[src/rtl/seq_stage_ctrl.sv]
// ============================================================================
// seq_stage_ctrl : phase sequencer, PC owner and status tracker for Y86-64 SEQ
// Revision 1.0 - initial release
// ============================================================================
`default_nettype none

module seq_stage_ctrl #(
  parameter logic [63:0] RESET_PC = 64'h0,
  parameter int          CNT_W    = 32
) (
  input  logic             clk,
  input  logic             rst,
  input  logic             start,
  input  logic             run,
  input  logic [3:0]       icode,
  input  logic             imem_error,
  input  logic             instr_valid,
  input  logic             mem_ready,
  input  logic             dmem_error,
  input  logic [63:0]      PC_new,
  output logic [63:0]      PC,
  output logic             fetch_en,
  output logic             decode_en,
  output logic             exec_en,
  output logic             mem_en,
  output logic             wb_en,
  output logic             pc_en,
  output logic [2:0]       Stat,
  output logic             halted,
  output logic             busy,
  output logic [CNT_W-1:0] cycle_count,
  output logic [CNT_W-1:0] instr_count
);

  typedef enum logic [2:0] {
    S_IDLE      = 3'd0,
    S_FETCH     = 3'd1,
    S_DECODE    = 3'd2,
    S_EXECUTE   = 3'd3,
    S_MEMORY    = 3'd4,
    S_WRITEBACK = 3'd5,
    S_PCUPD     = 3'd6,
    S_HALT      = 3'd7
  } state_t;

  localparam logic [2:0] STAT_AOK = 3'd1;
  localparam logic [2:0] STAT_HLT = 3'd2;
  localparam logic [2:0] STAT_ADR = 3'd3;
  localparam logic [2:0] STAT_INS = 3'd4;

  state_t           state_q, state_d;
  logic [63:0]      pc_q, pc_d;
  logic [2:0]       stat_q, stat_d;
  logic [CNT_W-1:0] cyc_q, cyc_d;
  logic [CNT_W-1:0] icnt_q, icnt_d;
  logic             mem_use;

  // Instructions that touch data memory: rmmovq, mrmovq, call, ret, pushq, popq
  always_comb begin
    case (icode)
      4'h4, 4'h5, 4'h8, 4'h9, 4'hA, 4'hB: mem_use = 1'b1;
      default:                            mem_use = 1'b0;
    endcase
  end

  always_comb begin
    state_d   = state_q;
    pc_d      = pc_q;
    stat_d    = stat_q;
    icnt_d    = icnt_q;
    fetch_en  = 1'b0;
    decode_en = 1'b0;
    exec_en   = 1'b0;
    mem_en    = 1'b0;
    wb_en     = 1'b0;
    pc_en     = 1'b0;
    busy      = (state_q != S_IDLE) && (state_q != S_HALT);
    halted    = (state_q == S_HALT);
    cyc_d     = busy ? cyc_q + CNT_W'(1) : cyc_q;

    case (state_q)
      S_IDLE: if (start) state_d = S_FETCH;
      S_FETCH: begin
        fetch_en = 1'b1;
        if (imem_error) begin
          state_d = S_HALT;
          stat_d  = STAT_ADR;
        end else if (!instr_valid) begin
          state_d = S_HALT;
          stat_d  = STAT_INS;
        end else if (icode == 4'h0) begin
          state_d = S_HALT;
          stat_d  = STAT_HLT;
        end else begin
          state_d = S_DECODE;
        end
      end
      S_DECODE: begin
        decode_en = 1'b1;
        state_d   = S_EXECUTE;
      end
      S_EXECUTE: begin
        exec_en = 1'b1;
        state_d = S_MEMORY;
      end
      S_MEMORY: begin
        if (!mem_use) begin
          state_d = S_WRITEBACK;
        end else begin
          mem_en = 1'b1;
          if (mem_ready) begin
            if (dmem_error) begin
              state_d = S_HALT;
              stat_d  = STAT_ADR;
            end else begin
              state_d = S_WRITEBACK;
            end
          end
        end
      end
      S_WRITEBACK: begin
        wb_en   = 1'b1;
        state_d = S_PCUPD;
      end
      S_PCUPD: begin
        pc_en   = 1'b1;
        pc_d    = PC_new;
        icnt_d  = icnt_q + CNT_W'(1);
        state_d = run ? S_FETCH : S_IDLE;
      end
      default: state_d = S_HALT;
    endcase
  end

  always_ff @(posedge clk) begin
    if (rst) begin
      state_q <= S_IDLE;
      pc_q    <= RESET_PC;
      stat_q  <= STAT_AOK;
      cyc_q   <= '0;
      icnt_q  <= '0;
    end else begin
      state_q <= state_d;
      pc_q    <= pc_d;
      stat_q  <= stat_d;
      cyc_q   <= cyc_d;
      icnt_q  <= icnt_d;
    end
  end

  assign PC          = pc_q;
  assign Stat        = stat_q;
  assign cycle_count = cyc_q;
  assign instr_count = icnt_q;

endmodule

`default_nettype wire
[config.mk]
export PLATFORM = sky130hd
export DESIGN_NAME = seq_stage_ctrl
export DESIGN_NICKNAME = d
export VERILOG_FILES = /design/src/rtl/seq_stage_ctrl.sv
export SDC_FILE = /design/constraint.sdc
export NUM_CORES = 1
export LEC_CHECK = 0
export CAP_MARGIN = 5
export CORE_UTILIZATION = 57
export CTS_BUF_LIST = sky130_fd_sc_hd__clkbuf_16
export DETAILED_ROUTE_END_ITERATION = 16
export DONT_BUFFER_PORTS = 1
export PLACE_DENSITY = 0.83
export SLEW_MARGIN = 15
export SYNTH_ARGS = -nofsm -noshare
export SYNTH_HDL_FRONTEND = slang
export SYNTH_SLANG_ARGS = --single-unit
export TNS_END_PERCENT = 1
[constraint.sdc]
create_clock -name clk -period 1.85 [get_ports clk]
set_clock_uncertainty 0.15 [all_clocks]
set_input_delay 0.555 -clock clk [delete_from_list [all_inputs] [get_ports clk]]
set_output_delay 0.555 -clock clk [all_outputs]
set_load 0.01 [all_outputs]
==> run metrics, run 1 <==
chip height 102.3 um; slowest CP cell or3_4; NetSw 0.001763 W; setup_tns -4.715 ns; Setup crit start kind register; CTS tree built; EDFF count, synth 0; busiest grt layer met2; latest clock arrival within the worst-skew pair 0.42 ns; hold-fix buffers at CTS 0; total wire length 17200 um; Pwr Total 0.007127 W; wire per inst 18.33 um; P_leak 2.715 nW; first-pass GRT wire length 25140 um; Yosys cell types 48; drt first pass iters 5; Final Max Tran Viols 0; P&R area growth vs syn 32.37%; fmax 476.1 MHz; IO Port Bufs 0; max_cap viols 0; dpl hpwl 10830 um; final cell count without fillers 938; CTS max path bufs 2; CP Buf/Inv Count 2; cell count after placement 903; Tmin final 2.101 ns; largest fanout on the critical path 3; syn nets 779; routability cong. 0.8182; H-tree levels 4; area of the multi-input gates 0.003039 mm2; final hold viol count 0; Synth area leader dfxtp_1; share of cells above drive strength 1 0.3019; Ports 215; status complete, but fails checks; Async SR Flop Fraction 0; synth warn 0; Crit path max-delay family simple AND/OR/NAND/NOR gates; # nets final 870; clock-pin slew on the worst setup and hold paths 0.06 ns; Core Rows 36; slowest stage delay, CP 0.40 ns; Reg area 0.002741 mm2; combinational power share 0.096; DR vias 5791; WP data arrival 1.40 ns; met1 usage 0.3313; RSZ-0062 raised after global routing true; Peak VDD IR 742.0 uV; Initial Util 0.5861; register area share after synthesis 0.4682; area of the core 0.009774 mm2; share of the synthesized area in the top cell type 0.4682; DIE AREA 0.01046 mm2; final setup fails 39; routed vias/inst 6.174; Antenna diodes 0; Crit. End Element output port; WS Path Type reg2out; initial antenna violation count 0; largest net degree at the start of global routing 141; Seq cells post-synth 134; sequential share of power 0.430; DRC violation count after routing 0; fill count 624; hold crit path type in2reg; met3 Use GR 0.1115; Die Span X 102.3 um; clock sink count 134; failing checks setup timing; post-synthesis cell count 701; Root Buffer clkbuf_16; Inserted Clock Buffers 17; slack of the critical path -0.2506 ns; Synth area leaders dfxtp_1 (47%), nand2_1 (10%), a21oi_1 (8.7%), or4_1 (3.7%), o31ai_1 (3.0%); period utilization 1.135; Clk pwr share 0.473; synthesized area per cell 8.173 um2; critical path cell sequence or3_4 > buf_6 > nand2_4 > inv_2; vias in the first global route 5468; Initial DRC Count 419; GR met2 Demand/Resource 0.5333; grt total ovfl 0; Worst Path Required 1.14 ns; relative slew slack 0.6628; PwrDens 939.9 mW/mm2; Top FF cell, synth dfxtp_1; Pint 0.005365 W; Routed Antenna Nets 0; GRT Util Overall 0.3115; slew of the pin with the lowest slew margin 0.5012 ns; Post-Syn Area 0.005729 mm2; Switching Share 0.2473
## flip-flops by register name (all words and copies together), names as in the netlist
register / count
cycle_count: 32
instr_count: 32
Stat: 3
state_q: 3
PC: 64
## synth_stat cells (all sizes together) (3+ instances only)
library cell and count:
nor4 12, and3 4, dfxtp 134, and2 4, xor2 7, or2 6
o31ai 23, a21oi 100, nand2 155, buf 11, nor2b 7, inv 16
or3 13, o21ai 13, nor2 31, nand4 23, clkbuf 36, or4b 3
o41ai 5, or4 29, and4 7, o311ai 5, nor3 5, xnor2 10
nand3 16, mux2 6
## metal layers
| metal | vias to the layer above | part of all wire |
|---|---|---|
| met3 | 60 | 0.090 |
| met5 | - | 0 |
| li1 | 2684 | - |
| met4 | 0 | 0.031 |
| met1 | 2727 | 0.38 |
| met2 | 320 | 0.50 |
## repair_timing
action                                  4_1_cts  5_1_grt
pin swaps                                    13       11
buffers inserted                              2        0
endpoints found under the setup margin       49      110
resized for setup                            43       32
gates cloned                                  1        0
## worst paths after layout
kind	from	end	slack (ns)	cells past startpoint
worst min-delay path	rst	PC[57]	0.06	1
worst max-delay path	state_q[1]	busy	-0.25	4
worst min register to register	PC[10]	PC[10]	0.35	2
worst max register to register	cycle_count[10]	cycle_count[31]	-0.24	4
## per-stage QoR
stage	utilization	area, um2	setup WS [ns]	hold WS (ns)
after CTS	0.7643	7471	-0.2432	0.04058
final	0.7759	7584	-0.2506	0.05823
after global placement	0.6871	6716	-0.1610	0.3347
after global routing	0.7759	7584	-0.2824	0.03363
after detailed placement	0.6871	6716	-0.2109	0.3404
after floorplan	-	5832	-0.1462	0.3305
## kinds of logic after synthesis
kind of cell | Yosys count | synth area share
AO/OA/AOI/OAI | 155 | 0.1577
multiplexers | 7 | 0.01354
AND/OR/NAND/NOR | 322 | 0.2857
XOR/XNOR | 17 | 0.02599
adder cells (fa/ha/maj) | 2 | 0.004367
buffers and inverters | 64 | 0.04455
flip-flops | 134 | 0.4682
## layout by cell type, fill, tap and decap left out, types with 5 or more instances in the layout
master / instances
dfxtp_4: 10
nor2b_1: 7
nand4_1: 22
nor4_2: 6
or4_1: 20
nor2_1: 29
xor2_1: 7
nor4_1: 6
nand3_1: 13
clkbuf_16: 17
dfxtp_1: 107
and4_1: 6
o21ai_0: 13
a21oi_1: 91
or4_4: 10
o41ai_1: 5
or3_1: 8
or3_4: 5
dfxtp_2: 17
o31ai_1: 22
inv_1: 14
mux2_2: 6
a21oi_2: 9
nand2_1: 150
or2_2: 6
buf_4: 107
xnor2_1: 10
## power by group through the flow
stage	combinational, W	clock [W]	sequential [W]
floorplan	0.000400	0	0.00311
global placement	0.000531	0	0.00312
detailed placement	0.000558	0	0.00313
CTS	0.000645	0.00338	0.00307
global route	0.000733	0.00354	0.00308
finish	0.000686	0.00337	0.00307
## area by class of cell
cell class,instances,area share
well taps,133,0.02194
repair buffers,118,0.1284
clock buffers,17,0.05610
flip-flops and latches,134,0.3615
inverters,17,0.009734
clock inverters,15,0.02161
multi-input cells,504,0.4008
(Power assumes the default switching activity.)
==> run 2, diff against run 1 <==
- CORE_UTILIZATION: 57 -> 50
- PLACE_DENSITY: 0.83 -> 0.73
- clock period: 1.85 -> 2.7 ns (I/O delays scaled with it)
==> run 2 against run 1 <==
The flow now finishes without violations. First-iteration DRC count decreased by 22%. Critical path depth fell by 1. Via count fell by 13%. Clock-buffer cell count unchanged. Die area is 14% higher. Worst hold slack improved by 0.28 ns. Sequential cell count is the same. Sequential power fell by 31%. Total power fell by 35%. Clock power is 35% lower. Register-to-register slack better by 0.48 ns. Core utilization fell by 20 points. Critical path type unchanged. Critical endpoint unchanged.
==> run metrics, run 2 (synthesis results as in run 1) <==
status complete, no violations; Largest register FFs 64 (unchanged); initial antenna violation count 0 (unchanged); period utilization 0.9565; DIE AREA 0.01189 mm2 (+14%); dpl hpwl 9826 um (-9.3%); Tmin final 2.583 ns; max_cap viols 0 (unchanged); fill count 1024 (+64%); latest clock arrival within the worst-skew pair 0.41 ns (about the same); Worst Path Required 1.74 ns (+0.60 ns); clock sink count 134 (unchanged); P_leak 2.079 nW (-23%); Reg area 0.002684 mm2 (-2.1%); GRT Util Overall 0.2337 (-0.07786); CTS max path bufs 2 (unchanged); setup_tns 0 ns (+4.715 ns); routed vias/inst 6.024 (-2.4%); largest net degree at the start of global routing 141 (unchanged); relative slew slack 0.5411 (-0.1217); fmax 387.2 MHz; Peak VDD IR 436.9 uV (-41%); final setup fails 0 (-100%); Setup crit start kind register; Inserted Clock Buffers 17 (unchanged); most frequent cells in the layout nand2_1 (155), dfxtp_1 (133), a21oi_1 (100), nor2_1 (31), or4_1 (28); area of the multi-input gates 0.002791 mm2 (-8.2%); total wire length 14290 um (-17%); grt total ovfl 0 (unchanged); area of the core 0.01098 mm2 (+12%); wire per inst 17.05 um (-7.0%); slew of the pin with the lowest slew margin 0.6884 ns (+0.1871 ns); Initial Util 0.5216 (-0.06450); hold crit path type in2reg; RSZ-0062 raised after global routing false; DRC violation count after routing 0 (unchanged); commonest non-fill, non-tap cell in the layout nand2_1; largest fanout on the critical path 8 (+5); PwrDens 722.9 mW/mm2 (-23%); vias in the first global route 4546 (-17%); clock-pin slew on the worst setup and hold paths 0.06 ns (about the same); Routed Antenna Nets 0 (unchanged); first-pass GRT wire length 21900 um (-13%); WS Path Type reg2out; Core Rows 38 (+5.6%); share of cells above drive strength 1 0.08739 (-0.2145); setup bufs post-CTS 0 (-2); Die Span X 109.0 um (+6.6%); final hold viol count 0 (unchanged); CTS tree built; Crit. End Element output port; Initial DRC Count 327 (-22%); P&R area growth vs syn 11.20%; Ports 215 (unchanged); Final Max Tran Viols 0 (unchanged); routability cong. 0.8034 (-1.8%); chip height 109.0 um (+6.6%); Root Buffer clkbuf_16; drt first pass iters 5 (unchanged); Antenna diodes 0 (unchanged); WP data arrival 1.62 ns (+0.22 ns); # nets final 763 (-12%); H-tree levels 4 (unchanged); DR vias 5048 (-13%); Min Hold Slack 0.3424 ns (+0.2841 ns); hold-fix buffers at CTS 0 (unchanged); IO Port Bufs 0 (unchanged)
## run 2: critical path, cell delays in order (launching register included)
cell and delay [ns]:
dfxtp_1 0.38, or3_1 0.52, nand2_1 0.19, inv_1 0.12
## run 2: worst paths after layout
path	cells past startpoint	slack, ns	to	start
min	1	0.34	instr_count[23]	rst
max reg2reg	4	0.24	instr_count[27]	instr_count[4]
min reg2reg	2	0.35	PC[44]	PC[44]
max	3	0.12	busy	state_q[2]
## run 2: per-stage QoR
stage	power, W	area (um2)	utilization	worst slack [ns]	std cells
2_1_floorplan	0.002408	5729	-	0.3349	701
3_3_place_gp	0.002438	5803	0.5284	0.1980	806
3_5_place_dp	0.002453	5803	0.5284	0.2000	806
4_1_cts	0.004634	6370	0.5800	0.02695	838
5_1_grt	0.004752	6371	0.5801	0.01161	838
6_report	0.004606	6371	0.5801	0.1175	838
## run 2: report_power, final
part	internal (W)	switching (W)
clock network	0.00134	0.000851
logic	0.000100	0.000180
registers	0.00204	0.0000925
total	0.00348	0.00112
## run 2: routing by layer
metal  global-route usage  vias up  wire length, um
li1                     -     2456                -
met1               0.2710     2367             5754
met2               0.3801      195             6958
met3              0.08846       30             1260
met4               0.1071        0              315
met5                    0        -                0
## run 2: what timing repair did
| item | CTS | global route |
|---|---|---|
| resized for setup | 0 | 1 |
| setup endpoints to repair | 0 | 1 |
| hold endpoints to repair | 0 | 0 |
## run 2: layout make-up
class | instances | share of cell area
multi-input cells | 503 | 0.4381
flip-flops and latches | 134 | 0.4212
clock buffers | 17 | 0.06677
well taps | 140 | 0.02749
clock inverters | 15 | 0.02219
repair buffers | 12 | 0.01414
inverters | 17 | 0.01002
==> run 3, diff against run 2 <==
- CTS_CLUSTER_SIZE: default -> 20
- REMOVE_ABC_BUFFERS: default -> 1
==> run 3 against run 2 <==
Maximum frequency about the same. Critical endpoint unchanged. Combinational power about the same. Largest cell class unchanged. Critical path type unchanged. Global-route usage decreased by 0.83 points. Sequential share of layout area increased by 0.36 points. Total power decreased by 6.8%. Sequential cell count unchanged. Highest routed layer unchanged.
==> run metrics, run 3 (synthesis results as in run 1) <==
status complete, no violations; WS Path Type reg2out; WP data arrival 1.62 ns (about the same); busiest grt layer met2; Hold EP cycle_count[18]; Worst Path Required 1.74 ns (about the same); clock-pin slew on the worst setup and hold paths 0.06 ns (about the same); combinational power share 0.064 (+0.003); Root Buffer clkbuf_16; r2r worst-path depth 5 (+1); Peak VDD IR 495.2 uV (+13%); hold crit path type in2reg; NetSw 0.001031 W (-8.3%); clock sink count 134 (unchanged); max_cap viols 0 (unchanged); R2R setup slack 0.27 ns (+0.03 ns); CTS max path bufs 2 (unchanged); final setup fails 0 (unchanged); commonest non-fill, non-tap cell in the layout nand2_1; P_leak 2.067 nW (-0.58%); hold-fix buffers at CTS 0 (unchanged); Layout Utilization 0.5748 (-0.005241); chip height 109.0 um (unchanged); DIE AREA 0.01189 mm2 (unchanged); # nets final 765 (+0.26%); most frequent cells in the layout nand2_1 (155), dfxtp_1 (134), a21oi_1 (100), nor2_1 (31), or4_1 (28); largest net degree at the start of global routing 141 (unchanged); Inserted Clock Buffers 17 (unchanged); period utilization 0.9561 (about the same); Die Span X 109.0 um (unchanged); P&R area growth vs syn 10.20%; Crit. End Element output port; cell count after placement 808 (+0.25%); GRT Util Overall 0.2254 (-0.008302); hold_sp rst; Switching Share 0.2401 (-0.003870); Core Rows 38 (unchanged); fmax 387.4 MHz (about the same); grt total ovfl 0 (unchanged); final cell count without fillers 837 (-0.12%); DR vias 5066 (+0.36%); sequential share of power 0.496 (+0.033); RR Startpoint instr_count[1]; hold-critical path depth 1 (unchanged); Tmin final 2.581 ns (-0.001076 ns); CTS tree built; setup_tns 0 ns (unchanged); wire per inst 16.55 um (-2.9%); total wire length 13850 um (-3.1%); share of cells above drive strength 1 0.07891 (-0.008483); Initial Util 0.5216 (unchanged); DRC violation count after routing 0 (unchanged); Min Hold Slack 0.3163 ns (-0.02611 ns); critical path cell sequence or3_1 > nand2_1 > inv_1; met1 usage 0.2341 (-0.03692); Clk pwr share 0.439 (-0.037); GR met2 Demand/Resource 0.4088 (+0.02875); RSZ-0062 raised after global routing false; Pint 0.003263 W (-6.3%); Setup crit start kind register; Largest register FFs 64 (unchanged); final hold viol count 0 (unchanged); routed vias/inst 6.053 (+0.48%); met3 Use GR 0.07173 (-0.01674); slew of the pin with the lowest slew margin 0.5899 ns (-0.09849 ns); CP Buf/Inv Count 1 (unchanged); slowest CP cell or3_1; vias in the first global route 4533 (-0.29%); PwrDens 680.1 mW/mm2 (-5.9%); IO Port Bufs 0 (unchanged); Crit path max-delay family simple AND/OR/NAND/NOR gates; drt first pass iters 5 (unchanged); H-tree levels 4 (unchanged); routability cong. 0.8458 (+5.3%); initial antenna violation count 0 (unchanged); Antenna diodes 0 (unchanged); latest clock arrival within the worst-skew pair 0.41 ns (about the same); first-pass GRT wire length 21070 um (-3.8%); RR Endpoint instr_count[28]; Ports 215 (unchanged); Initial DRC Count 379 (+16%); largest fanout on the critical path 8 (unchanged); area of the core 0.01098 mm2 (unchanged); relative slew slack 0.6067 (+0.06566); Routed Antenna Nets 0 (unchanged); slowest stage delay, CP 0.53 ns (about the same); dpl hpwl 9627 um (-2.0%); Final Max Tran Viols 0 (unchanged)
-- run 3: area by class of cell --
cell class	count	area, um2
clock inverter	12	52.55
sequential	134	2683
clock buffer	17	425.4
multi-input combinational	503	2796
inverter	17	63.81
tap	140	175.2
timing repair buffer	14	117.6
fill	1015	4669
-- run 3: metal layers --
layer	vias up	part of all wire
met5	-	0
met4	0	0.018
met3	24	0.079
met2	184	0.51
met1	2392	0.39
li1	2466	-
-- run 3: through the flow --
stage / area [um2] / worst slack, ns / total power (W)
2_1_floorplan: 5538 / -0.3282 / 0.002362
3_3_place_gp: 5831 / 0.2562 / 0.002435
3_5_place_dp: 5831 / 0.2315 / 0.002448
4_1_cts: 6309 / 0.05675 / 0.004332
5_1_grt: 6314 / 0.004892 / 0.004474
6_report: 6314 / 0.1186 / 0.004294
-- run 3: power by group through the flow --
| stage | Combinational, W | Sequential (W) | Clock (W) |
|---|---|---|---|
| global placement | 0.000266 | 0.00217 | 0 |
| CTS | 0.000278 | 0.00213 | 0.00192 |
| global route | 0.000311 | 0.00214 | 0.00202 |
| detailed placement | 0.000277 | 0.00217 | 0 |
| floorplan | 0.000202 | 0.00216 | 0 |
| finish | 0.000277 | 0.00213 | 0.00189 |
-- run 3: worst max path at each step --
stage	startpoint	to	cells past startpoint
after floorplan	state_q[0]	pc_en	2
after global placement	icode[1]	mem_en	3
after detailed placement	icode[1]	mem_en	3
after CTS	state_q[1]	busy	3
after global routing	state_q[1]	busy	3
final	state_q[2]	busy	3
-- run 3: repair_timing --
item | CTS | global route
hold endpoints to repair | 0 | 0
buffers inserted | 0 | 0
setup endpoints to repair | 0 | 1
gates resized for setup | 0 | 1
-- run 3: worst reg2reg max path, stage by stage, from the launching register on --
cell	delay, ns
dfxtp_1	0.47
ha_1	0.23
nand2_1	0.16
or4b_2	0.79
o311ai_0	0.37
o41ai_1	0.14
